[config.mk]
export PLATFORM = sky130hd
export DESIGN_NAME = digit_entry_buffer
export DESIGN_NICKNAME = d
export VERILOG_FILES = /design/src/rtl/digit_entry_buffer.sv
export SDC_FILE = /design/constraint.sdc
export NUM_CORES = 1
export LEC_CHECK = 0
export ABC_AREA = 1
export CAP_MARGIN = 20
export CORE_ASPECT_RATIO = 2
export CORE_UTILIZATION = 40
export CTS_CLUSTER_SIZE = 20
export DETAILED_ROUTE_END_ITERATION = 6
export PLACE_DENSITY = 0.68
export SETUP_SLACK_MARGIN = 0.15
export SLEW_MARGIN = 25
export SYNTH_ARGS = -nofsm -noshare
export SYNTH_HDL_FRONTEND = slang
export SYNTH_SLANG_ARGS = --single-unit
[constraint.sdc]
create_clock -name CLK100MHZ -period 2.25 [get_ports CLK100MHZ]
set_input_delay 0.675 -clock CLK100MHZ [delete_from_list [all_inputs] [get_ports CLK100MHZ]]
set_output_delay 0.675 -clock CLK100MHZ [all_outputs]
set_load 0.01 [all_outputs]
[src/rtl/digit_entry_buffer.sv]
// digit_entry_buffer: keypad BCD digit-entry register with backspace, clear, commit and overflow.
// Sign-key support is compiled in when DIGIT_ENTRY_SIGN_EN is defined.
module digit_entry_buffer #(
  parameter int DIGITS = 4,
  parameter int CW     = $clog2(DIGITS + 1)
) (
  input  logic                CLK100MHZ,
  input  logic                reset,
  input  logic                key_valid,
  input  logic [3:0]          key_code,
  output logic [4*DIGITS-1:0] entry,
  output logic [CW-1:0]       count,
  output logic                full,
  output logic                entry_neg,
  output logic [4*DIGITS-1:0] value,
  output logic                value_neg,
  output logic                commit,
  output logic                overflow
);
  localparam int EW = 4 * DIGITS;
  localparam logic [CW-1:0] CNT_MAX = CW'(DIGITS);

  logic          key_valid_q;
  logic          key_event;
  logic          is_digit;
  logic [EW+3:0] shifted;

  assign key_event = key_valid & ~key_valid_q;
  assign is_digit  = (key_code <= 4'd9);
  // Concatenate then truncate so the oldest nibble drops off; also works for DIGITS == 1.
  assign shifted   = {entry, key_code};
  assign full      = (count == CNT_MAX);

  always_ff @(posedge CLK100MHZ) begin
    if (reset) begin
      key_valid_q <= 1'b0;
      entry       <= '0;
      count       <= '0;
      value       <= '0;
      commit      <= 1'b0;
      overflow    <= 1'b0;
    end else begin
      key_valid_q <= key_valid;
      commit      <= 1'b0;
      overflow    <= 1'b0;
      if (key_event) begin
        if (is_digit) begin
          if (!full) begin
            entry <= shifted[EW-1:0];
            count <= count + CW'(1);
          end else begin
            overflow <= 1'b1;
          end
        end else begin
          case (key_code)
            4'hD: begin
              if (count != '0) begin
                entry <= entry >> 4;
                count <= count - CW'(1);
              end
            end
            4'hC: begin
              entry <= '0;
              count <= '0;
            end
            4'hE: begin
              value  <= entry;
              commit <= 1'b1;
              entry  <= '0;
              count  <= '0;
            end
            default: ;
          endcase
        end
      end
    end
  end

`ifdef DIGIT_ENTRY_SIGN_EN
  // Sign may be toggled at any digit count, including before the first digit.
  always_ff @(posedge CLK100MHZ) begin
    if (reset) begin
      entry_neg <= 1'b0;
      value_neg <= 1'b0;
    end else if (key_event) begin
      case (key_code)
        4'hB: entry_neg <= ~entry_neg;
        4'hC: entry_neg <= 1'b0;
        4'hE: begin
          value_neg <= entry_neg;
          entry_neg <= 1'b0;
        end
        default: ;
      endcase
    end
  end
`else
  assign entry_neg = 1'b0;
  assign value_neg = 1'b0;
`endif

endmodule
==> flow_summary.json <==
{
  "initial_core_util_pct": 41.8,
  "ys_top_cells_by_area": "dfxtp_1, nand2_1, nor2_1",
  "post-route-period-util_pct": 88.9,
  "power.share.clock_pct": 35.5,
  "power.density_nw_per_um2": 675,
  "drtIter0Drc": 32,
  "layout_min_cycle_time_ps": 2000,
  "port_buffers": 44,
  "postCtsHoldBufs": 0,
  "syn_area_um2": 1810,
  "overflow": 0,
  "seq_area_frac_synth_pct": 42.0,
  "ff_latch_area_um2": 762,
  "finalSetupViolations": 0,
  "via_per_inst": 4.53,
  "netlist.area_leader.share_pct": 42.0,
  "die_x_um": 49.6,
  "slew_violations": 0,
  "leakage_nw": 1.18,
  "synth.avg_cell_area_um2": 6.56,
  "rsz0062_at_grt": "no",
  "crit_slowest_cell": "dfxtp_1",
  "hold_class": "flip-flop to flip-flop",
  "hpwl_um": 3110,
  "wl_per_cell_um": 11.4,
  "fill_cells": 432,
  "slowest_delay_ps": 390,
  "critPathCaptureType": "output port",
  "drt_first_pass_iters": 4,
  "swShare_pct": 26.9,
  "grt_pass1_vias": 1601,
  "path_cells": "inv_1 > ha_1 > nand2_1 > inv_1 > dlygate4sd2_1",
  "multi_input_area_um2": 858,
  "critPathMaxFanout": 4,
  "ctsHtreeMaxLevel": 2,
  "maxCapViolCount": 0,
  "vdd_drop_max_mv": 0.522,
  "antenna_found_initial": 0,
  "clockBufferDepth": 2,
  "switching_power_mw": 0.450,
  "dieHeight_um": 97.2,
  "comb_power_share_pct": 19.8,
  "holdWs_ps": 502,
  "fin_skew_ps": 5.24,
  "clock_sink_count": 38,
  "numCtsBuffers": 5,
  "antennaDiodeCount": 0,
  "yosys_warnings": 0,
  "max_freq_mhz": 500,
  "hold_viol": 0,
  "required_ps": 1570,
  "finalNetCount": 338,
  "cts.clk_slew.worst_paths_ps": 70,
  "cts_tree": "built",
  "num_vias": 1731,
  "yosys-top-cells-count": "nand2_1, nor2_1, dfxtp_1",
  "core-area_um2": 4340,
  "regToRegSetupSlack_ps": 670,
  "synthCells": 276,
  "internal_power_mw": 1.22,
  "synth_area_leader_cell": "dfxtp_1",
  "die-area_um2": 4820,
  "synthArstFlopShare_pct": 0,
  "worstSkewPairLatency_ps": 290,
  "tns_ps": 0,
  "synth-seq-cells": 38,
  "post-route-drc-count": 0,
  "area_growth_syn_to_layout_pct": 36.7,
  "drive_gt1_share_pct": 10.1,
  "arrival_ps": 1330,
  "status": "completed",
  "grt_max_degree": 36,
  "cp_top_family": "buffers and inverters",
  "start_kind": "flip-flop",
  "crit_buf_inv": 3,
  "core.rowCount": 34,
  "gp_congestion": 0.874,
  "wl_um": 4350,
  "synth_most_common_cell": "nand2_1",
  "cp_common_cell": "inv_1",
  "grt_pass1_wl_um": 7330,
  "synthDistinctLibCells": 23,
  "grt_usage_pct": 20.1,
  "criticalPathCategory": "flip-flop to output port",
  "ant_nets": 0,
  "yosys_most_used_dff": "dfxtp_1",
  "root_buffer": "clkbuf_8",
  "power_frac_seq_pct": 44.8,
  "ioPinCount": 47,
  "synth_edf_count": 0
}
-- metal layers --
| layer | up-vias | track usage (%) | share of wire, % |
|---|---|---|---|
| met5 | - | 0 | 0 |
| met4 | 0 | 11.2 | 2.3 |
| met3 | 4 | 2.50 | 3.6 |
| met2 | 39 | 36.2 | 54 |
| met1 | 765 | 21.5 | 40 |
| li1 | 923 | - | - |
-- area by class of cell --
| class | instances | share of cell area, % |
|---|---|---|
| clock inverter | 1 | 1.21 |
| timing repair buffer | 56 | 22.4 |
| multi-input combinational | 195 | 34.6 |
| clock buffer | 6 | 3.33 |
| sequential | 38 | 30.8 |
| inverter | 32 | 4.95 |
| tap | 54 | 2.73 |
-- flip-flops by register name (all words and copies together) (netlist names) --
name and flops:
value 16, count 3, overflow 1, commit 1
entry 16, key_valid_q 1
-- cells in the final DEF (no fill, tap or decap), drive strengths merged, types with 4 or more instances in the layout --
cell type	n
nand2	80
nor2	76
clkdlybuf4s50	43
dfxtp	38
inv	32
o21ai	19
buf	12
clkbuf	6
a21oi	5
nand3	4
-- repair_timing --
action | 4_1_cts | 5_1_grt
cloned | 0 | 0
hold endpoints to repair | 0 | 0
gates resized for setup | 1 | 2
endpoints found under the setup margin | 1 | 2
setup buffers | 0 | 0
-- power groups by stage --
stage / sequential [mW] / clock (mW) / combinational [mW]
6_report: 0.749 / 0.593 / 0.331
5_1_grt: 0.756 / 0.624 / 0.371
4_1_cts: 0.750 / 0.602 / 0.333
3_5_place_dp: 0.766 / 0 / 0.332
3_3_place_gp: 0.766 / 0 / 0.329
2_1_floorplan: 0.773 / 0 / 0.179
-- path summary, 6_finish.rpt --
check,start,end,cells past startpoint
setup / recovery,count[1],full,5
hold / removal,count[0],count[0],2
setup reg to reg,count[1],entry[10],11
hold reg to reg,count[0],count[0],2
-- stage by stage --
step	cell area, um^2	utilization [%]	std cells	total power, mW	setup slack (ps)
finish	2480	57.1	382	1.67	250
global route	2480	57.1	382	1.75	174
CTS	2470	57.0	382	1.69	222
detailed placement	2360	54.4	375	1.10	4.92
global placement	2360	54.4	375	1.09	11.0
floorplan	1820	-	277	0.953	581
-- worst min-delay path, delay by kind of cell, from the launching register on --
family        cells  cell delay [ps]
flops             1              330
simple gates      2              140
-- cells by family after synthesis --
kind of cell | after synthesis | synth area share [%]
xor gates and xnor gates | 1 | 0.484
DFF | 38 | 42.0
AOI/OAI and AO/OA | 26 | 7.46
adders and majority gates | 3 | 2.07
and+or+nand+nor | 163 | 36.9
other | 1 | 0.207
buffers and inverters | 44 | 10.8
No activity file was read; power rests on OpenSTA's default activity.
